File: src/rtl/mem_arbiter.sv
// Two-port arbiter in front of a single-port 32-bit RAM. Instruction fetch and
// data requests share the RAM. Grants are combinational. Ties are broken by a
// 1-bit round-robin pointer. Read data is routed back using an owner tag
// registered at grant time.
module mem_arbiter #(
  parameter int unsigned RAM_AW = 14
) (
  input  logic              clk,
  input  logic              reset,
  // Instruction fetch port (read only)
  input  logic              if_req,
  input  logic [31:0]       if_addr,
  output logic              if_gnt,
  output logic              if_rvalid,
  output logic [31:0]       if_rdata,
  // Data port
  input  logic              d_req,
  input  logic              d_we,
  input  logic [3:0]        d_be,
  input  logic [31:0]       d_addr,
  input  logic [31:0]       d_wdata,
  output logic              d_gnt,
  output logic              d_rvalid,
  output logic [31:0]       d_rdata,
  // RAM command port
  output logic              ram_en,
  output logic [3:0]        ram_we,
  output logic [RAM_AW-1:0] ram_addr,
  output logic [31:0]       ram_wdata,
  input  logic [31:0]       ram_rdata
);

  typedef enum logic [1:0] {OwnNone, OwnIf, OwnD} owner_e;

  // last_q: 0 = fetch granted most recently, 1 = data granted most recently
  logic   last_q, last_d;
  owner_e owner_q, owner_d;

  // Byte-offset and above-RAM address bits are intentionally dropped (wrap-around).
  logic unused_addr_bits;
  assign unused_addr_bits = ^{if_addr[31:RAM_AW+2], if_addr[1:0],
                              d_addr[31:RAM_AW+2], d_addr[1:0]};

  // Arbitration, pointer/owner next state and RAM command
  always_comb begin
    if_gnt    = 1'b0;
    d_gnt     = 1'b0;
    last_d    = last_q;
    owner_d   = OwnNone;
    ram_en    = 1'b0;
    ram_we    = 4'b0000;
    ram_addr  = if_addr[RAM_AW+1:2];
    ram_wdata = d_wdata;

    if (!reset) begin
      if (if_req && d_req) begin
        // Grant whichever side was not served most recently
        if (last_q) begin
          if_gnt = 1'b1;
        end else begin
          d_gnt = 1'b1;
        end
      end else begin
        if_gnt = if_req;
        d_gnt  = d_req;
      end
    end

    if (if_gnt) begin
      last_d   = 1'b0;
      owner_d  = OwnIf;
      ram_en   = 1'b1;
      ram_addr = if_addr[RAM_AW+1:2];
    end else if (d_gnt) begin
      last_d   = 1'b1;
      // Writes produce no response, so only reads claim the return path
      owner_d  = d_we ? OwnNone : OwnD;
      ram_en   = 1'b1;
      ram_we   = d_we ? d_be : 4'b0000;
      ram_addr = d_addr[RAM_AW+1:2];
    end
  end

  // Response routing; gated by reset so a read granted just before reset is dropped
  always_comb begin
    if_rvalid = (owner_q == OwnIf) && !reset;
    d_rvalid  = (owner_q == OwnD) && !reset;
    if_rdata  = if_rvalid ? ram_rdata : 32'h0;
    d_rdata   = d_rvalid ? ram_rdata : 32'h0;
  end

  // Round-robin pointer and owner tag registers with synchronous reset
  always_ff @(posedge clk) begin
    if (reset) begin
      last_q  <= 1'b0;
      owner_q <= OwnNone;
    end else begin
      last_q  <= last_d;
      owner_q <= owner_d;
    end
  end

endmodule

File: config.mk
export PLATFORM = sky130hd
export DESIGN_NAME = mem_arbiter
export DESIGN_NICKNAME = d
export VERILOG_FILES = /design/src/rtl/mem_arbiter.sv
export SDC_FILE = /design/constraint.sdc
export NUM_CORES = 1
export LEC_CHECK = 0
export ABC_AREA = 1
export CORE_AREA = 2 2 100 102
export CTS_CLUSTER_SIZE = 16
export DETAILED_ROUTE_END_ITERATION = 16
export DIE_AREA = 0 0 102 104
export GPL_ROUTABILITY_DRIVEN = 0
export GPL_TIMING_DRIVEN = 0
export PLACE_DENSITY_LB_ADDON = 0.25
export SKIP_LAST_GASP = 1
export SYNTH_ARGS = -nofsm -noshare
export SYNTH_HDL_FRONTEND = slang
export SYNTH_SLANG_ARGS = --single-unit
File: constraint.sdc
create_clock -name clk -period 0.8 [get_ports clk]
set_input_delay 0.08 -clock clk [delete_from_list [all_inputs] [get_ports clk]]
set_output_delay 0.08 -clock clk [all_outputs]
set_load 0.02 [all_outputs]
## After elaboration in Yosys (flattened, before gate mapping)

Cells that the tools add are included.

- Register bits after elaboration: 3
- Bits in latches: 0
- RAM bits: 0
- Bits in read-only memories: 0
- Bits of input ports: 137
- Output and inout port bits: 119
- Word-level logic and storage cells: 30
- Memories kept: 0

- Add/subtract/negate cells: 0
- Multiply operators: 0
- Divide/modulo/power cells: 0
- Magnitude comparators: 0
- Equal/unequal tests: 2
- Shift operators: 0
- Muxes and demuxes: 18
- Bitwise gates (word level): 1
- Reductions and logical operators: 6

Operators with widths:

| kind | number |
|---|---|
| $mux W32 | 2 |
| $mux W14 | 2 |
| $mux W4 | 3 |
| $mux W1 | 10 |
| $logic_and A1 B1 Y1 | 3 |
| $reduce_or A3 Y1 | 1 |
| $eq A2 B1 Y1 const B | 1 |
| $eq A2 B2 Y1 const B | 1 |
| $mux W2 | 1 |
| $reduce_or A2 Y1 | 1 |
| $logic_not A1 Y1 | 1 |
| $not A1 Y1 | 1 |

## Longest topological paths before layout

- Depth after elaboration: 5
- Depth in mapped cells: 5
- Gate-level depth less buffers: 4

## Worst setup path after synthesis

OpenSTA, ideal clock, no wires.

- Path kind: register -> output
- Start point: register owner_q[0]
- End point: output port if_rdata[12]
- Arrival: 976 ps
- Data required time: 720 ps
- Path slack: -256 ps
- Cell stages (with the launch flop): 6
- Path buffers: 1
- Path through: dfxtp_1 > inv_1 > nor2_2 > nand2_2 > buf_6 > nor2_1

- Cells in the longest elaborated chain, start to end: 3

RTL lines:

| element | RTL line | source |
|---|---|---|
| start: declaration | 37 | `owner_e owner_q, owner_d;` |
| start signal: assignment | 96 | `owner_q <= OwnNone;` |
| start signal: assignment | 99 | `owner_q <= owner_d;` |
| $eq A2 B1 Y1 | 86 | `if_rvalid = (owner_q == OwnIf) && !reset;` |
| $logic_and A1 B1 Y1 | 86 |  |
| $mux W32 | 88 | `if_rdata = if_rvalid ? ram_rdata : 32'h0;` |
| end: declaration | 15 | `output logic [31:0] if_rdata,` |

No other way between the ends.

## Worst setup path in the final report

- Start point: register owner_q[0]
- End point: output port d_rdata[7]

- Cells in the longest elaborated chain, start to end: 3

RTL lines:

| element | RTL line | source |
|---|---|---|
| $eq A2 B2 Y1 | 87 | `d_rvalid = (owner_q == OwnD) && !reset;` |
| $logic_and A1 B1 Y1 | 87 |  |
| $mux W32 | 89 | `d_rdata = d_rvalid ? ram_rdata : 32'h0;` |
| end: declaration | 24 | `output logic [31:0] d_rdata,` |

No other way between the ends.

==> results.md <==
- Run status: finished with violations
- Failing checks: negative setup slack
- Clk buf depth: 2
- Row count: 36
- CTS root buf: clkbuf_8
- Fin util: 42.7%
- Peak VDD IR: 0.000339 V
- Post-synthesis sequential area ratio: 5.09%
- Reg2reg path depth: 4
- DRT antenna net count: 0
- Reg area: 63.8 µm²
- Hold_buf cts: 0
- Clock transition at path regs: 0.03 ns
- Leakage: 1.93 nW
- Drt via density: 3.63
- Area delta synth->final: 246%
- Min-Delay Path Class: in2reg
- Final nets: 556
- Period utilization: 164%
- Die area: 0.0106 mm²
- Via count: 1998
- Post-DP HPWL: 4920 µm
- Max Slew Vio Count: 0
- Cells after synthesis: 212
- Minimum clock period: 1.32 ns
- Pwr Density: 602 mW/mm²
- Iteration-0 DRC Markers: 47
- Post-Syn Area per Cell: 5.57 µm²
- DRC Markers: 0
- Final setup fails: 87
- Initial core utilization: 12.4%
- RSZ-0062 raised after global routing: yes
- Setup ws final: -0.515 ns
- Max-Cap Viols: 0
- Die Wd: 102 µm
- Worst-Margin Slew: 0.218 ns
- Setup TNS: -39.92 ns
- DP Area: 0.00360 mm²
- Sink Count: 3
- FF+latch count, synth: 3
- Pre-antenna DRT Iters: 4
- Crit path max fanout: 10
- Num CTS Buffers: 3
- I/O pin total: 256
- Endpoints failing hold: 0
- Multi-input logic area: 0.00115 mm²
- Yosys cell types: 15
- Global-route usage over all layers: 10.8%
- Die height: 104 µm
- Vias in the first global route: 1939
- Critical Path AT: 1.24 ns
- CTS H-tree lvls: 1
- CP Launch Type: flip-flop
- Fin Clk Skew: 0.00147 ns
- Worst Path Class, Setup: reg2out
- CTS tree: done
- First-pass GRT wire length: 9430 µm
- Netlist area before placement: 0.00118 mm²
- Largest net degree at the start of global routing: 11
- Final Instance Area: 0.00408 mm²
- Worst EP required: 0.72 ns
- GRT overflow: 0
- Initial antenna violation count: 0
- Hold Path Depth: 4
- Diodes inserted: 0
- Clock latency on the worst-skew pair: 0.21 ns
- Relative max-transition margin: 85.4%
- WL/cell: 11.2 µm
- Port bufs: 186
- Crit end category: output port
- Core area: 0.00955 mm²
- Routed wire length: 6160 µm
- # fillers: 1001
- F_max: 760 MHz
- Layout cells sized above 1: 61.7%
- Syn nets: 349
- Yosys warns: 0
[report_power, final]
part           switching (mW)  leakage, nW  internal [mW]  total, mW
Combinational           0.880         1.88          0.976       1.86
Sequential            0.00856       0.0258          0.162      0.170
Clock                  0.0929       0.0228          0.339      0.432
Total                   0.982         1.93           1.48       2.46
[kinds of logic (layout without fill, tap and decap cells)]
kind of cell / count (synthesis) / in the layout / synth area share, %
AND/OR/NAND/NOR: 122 / 122 / 51.1
buffers and inverters: 83 / 289 / 42.1
AO/OA/AOI/OAI: 4 / 4 / 1.70
flip-flops: 3 / 3 / 5.09
[metal layers]
layer | wire [µm] | global-route usage, %
met3 | 427 | 2.28
met2 | 3680 | 22.0
met4 | 0 | 0.571
met5 | 0 | 0
met1 | 2060 | 11.5
[per-stage QoR]
step | total power, mW | setup WS (ns) | hold slack, ns | std cells
after CTS | 2.40 | -0.538 | 0.123 | 550
after global placement | 1.84 | -1.06 | 0.417 | 531
final | 2.46 | -0.515 | 0.164 | 551
after detailed placement | 1.85 | -1.06 | 0.415 | 531
after global routing | 2.60 | -0.566 | 0.173 | 551
after floorplan | 1.04 | -0.136 | 0.145 | 212
[cell usage after synthesis]
| master | n | area [µm²] |
|---|---|---|
| inv_1 | 38 | 143 |
| buf_4 | 36 | 270 |
| nor2_1 | 36 | 135 |
| nand2_1 | 34 | 128 |
| nor2_2 | 34 | 213 |
| nand4_1 | 14 | 87.6 |
| buf_6 | 6 | 67.6 |
| a21oi_1 | 3 | 15.0 |
| dfxtp_1 | 3 | 60.1 |
| buf_2 | 2 | 10.0 |
| nand2_2 | 2 | 12.5 |
| inv_4 | 1 | 6.26 |
| nand3_2 | 1 | 10.0 |
| nand3_4 | 1 | 17.5 |
| o21ai_0 | 1 | 5.00 |
[worst max-delay path, cell delays in order, from the launching register on]
cell	delay (ns)
dfxtp_2	0.30
inv_2	0.09
nand3_4	0.11
buf_12	0.16
buf_12	0.15
nor2_2	0.07
buf_4	0.14
[registers in the layout, summed over array words and instances (netlist names)]
| signal | count |
|---|---|
| last_q | 1 |
| owner_q | 2 |
[timing repair]
item / 4_1_cts / 5_1_grt
resized for setup: 565 / 33
pin swaps: 7 / 4
cloned: 4 / 1
setup endpoints to repair: 121 / 88
buffers inserted: 11 / 1
[cell usage in the layout, fill, tap and decap left out]
| cell type | n |
|---|---|
| buf_8 | 3 |
| inv_2 | 2 |
| nor2_4 | 59 |
| clkbuf_8 | 3 |
| clkinvlp_4 | 1 |
| nand2_1 | 5 |
| buf_6 | 58 |
| a21oi_2 | 1 |
| inv_1 | 33 |
| nand3_4 | 2 |
| bufbuf_16 | 1 |
| nand2_4 | 12 |
| buf_12 | 9 |
| buf_4 | 73 |
| dfxtp_2 | 3 |
| nand4_1 | 14 |
| nor2_1 | 6 |
| a21oi_1 | 2 |
| clkinv_8 | 1 |
| clkbuf_16 | 1 |
| buf_2 | 1 |
| nor2_2 | 5 |
| dlygate4sd2_1 | 33 |
| buf_16 | 2 |
| clkdlybuf4s50_1 | 65 |
| clkinv_4 | 1 |
| clkbuf_1 | 1 |
| inv_4 | 1 |
| nand2_2 | 18 |
| nand2_8 | 1 |
| o21ai_1 | 1 |
[final cells by class]
| cell class | count | area share [%] |
|---|---|---|
| plain buffers | 44 | 10.5 |
| repair buffers | 202 | 50.4 |
| well taps | 133 | 4.08 |
| multi-input cells | 126 | 28.2 |
| inverters | 39 | 4.17 |
| clock buffers | 4 | 1.10 |
| flip-flops and latches | 3 | 1.56 |
[path summary, 6_finish.rpt]
check                                 from  slack (ns)    endpoint
worst min register to register      last_q        0.50      last_q
worst max register to register      last_q       -0.08  owner_q[1]
worst max-delay path            owner_q[0]       -0.52  d_rdata[7]
worst min-delay path                 reset        0.16      last_q
Note: power is estimated with default switching activity, not from simulation.
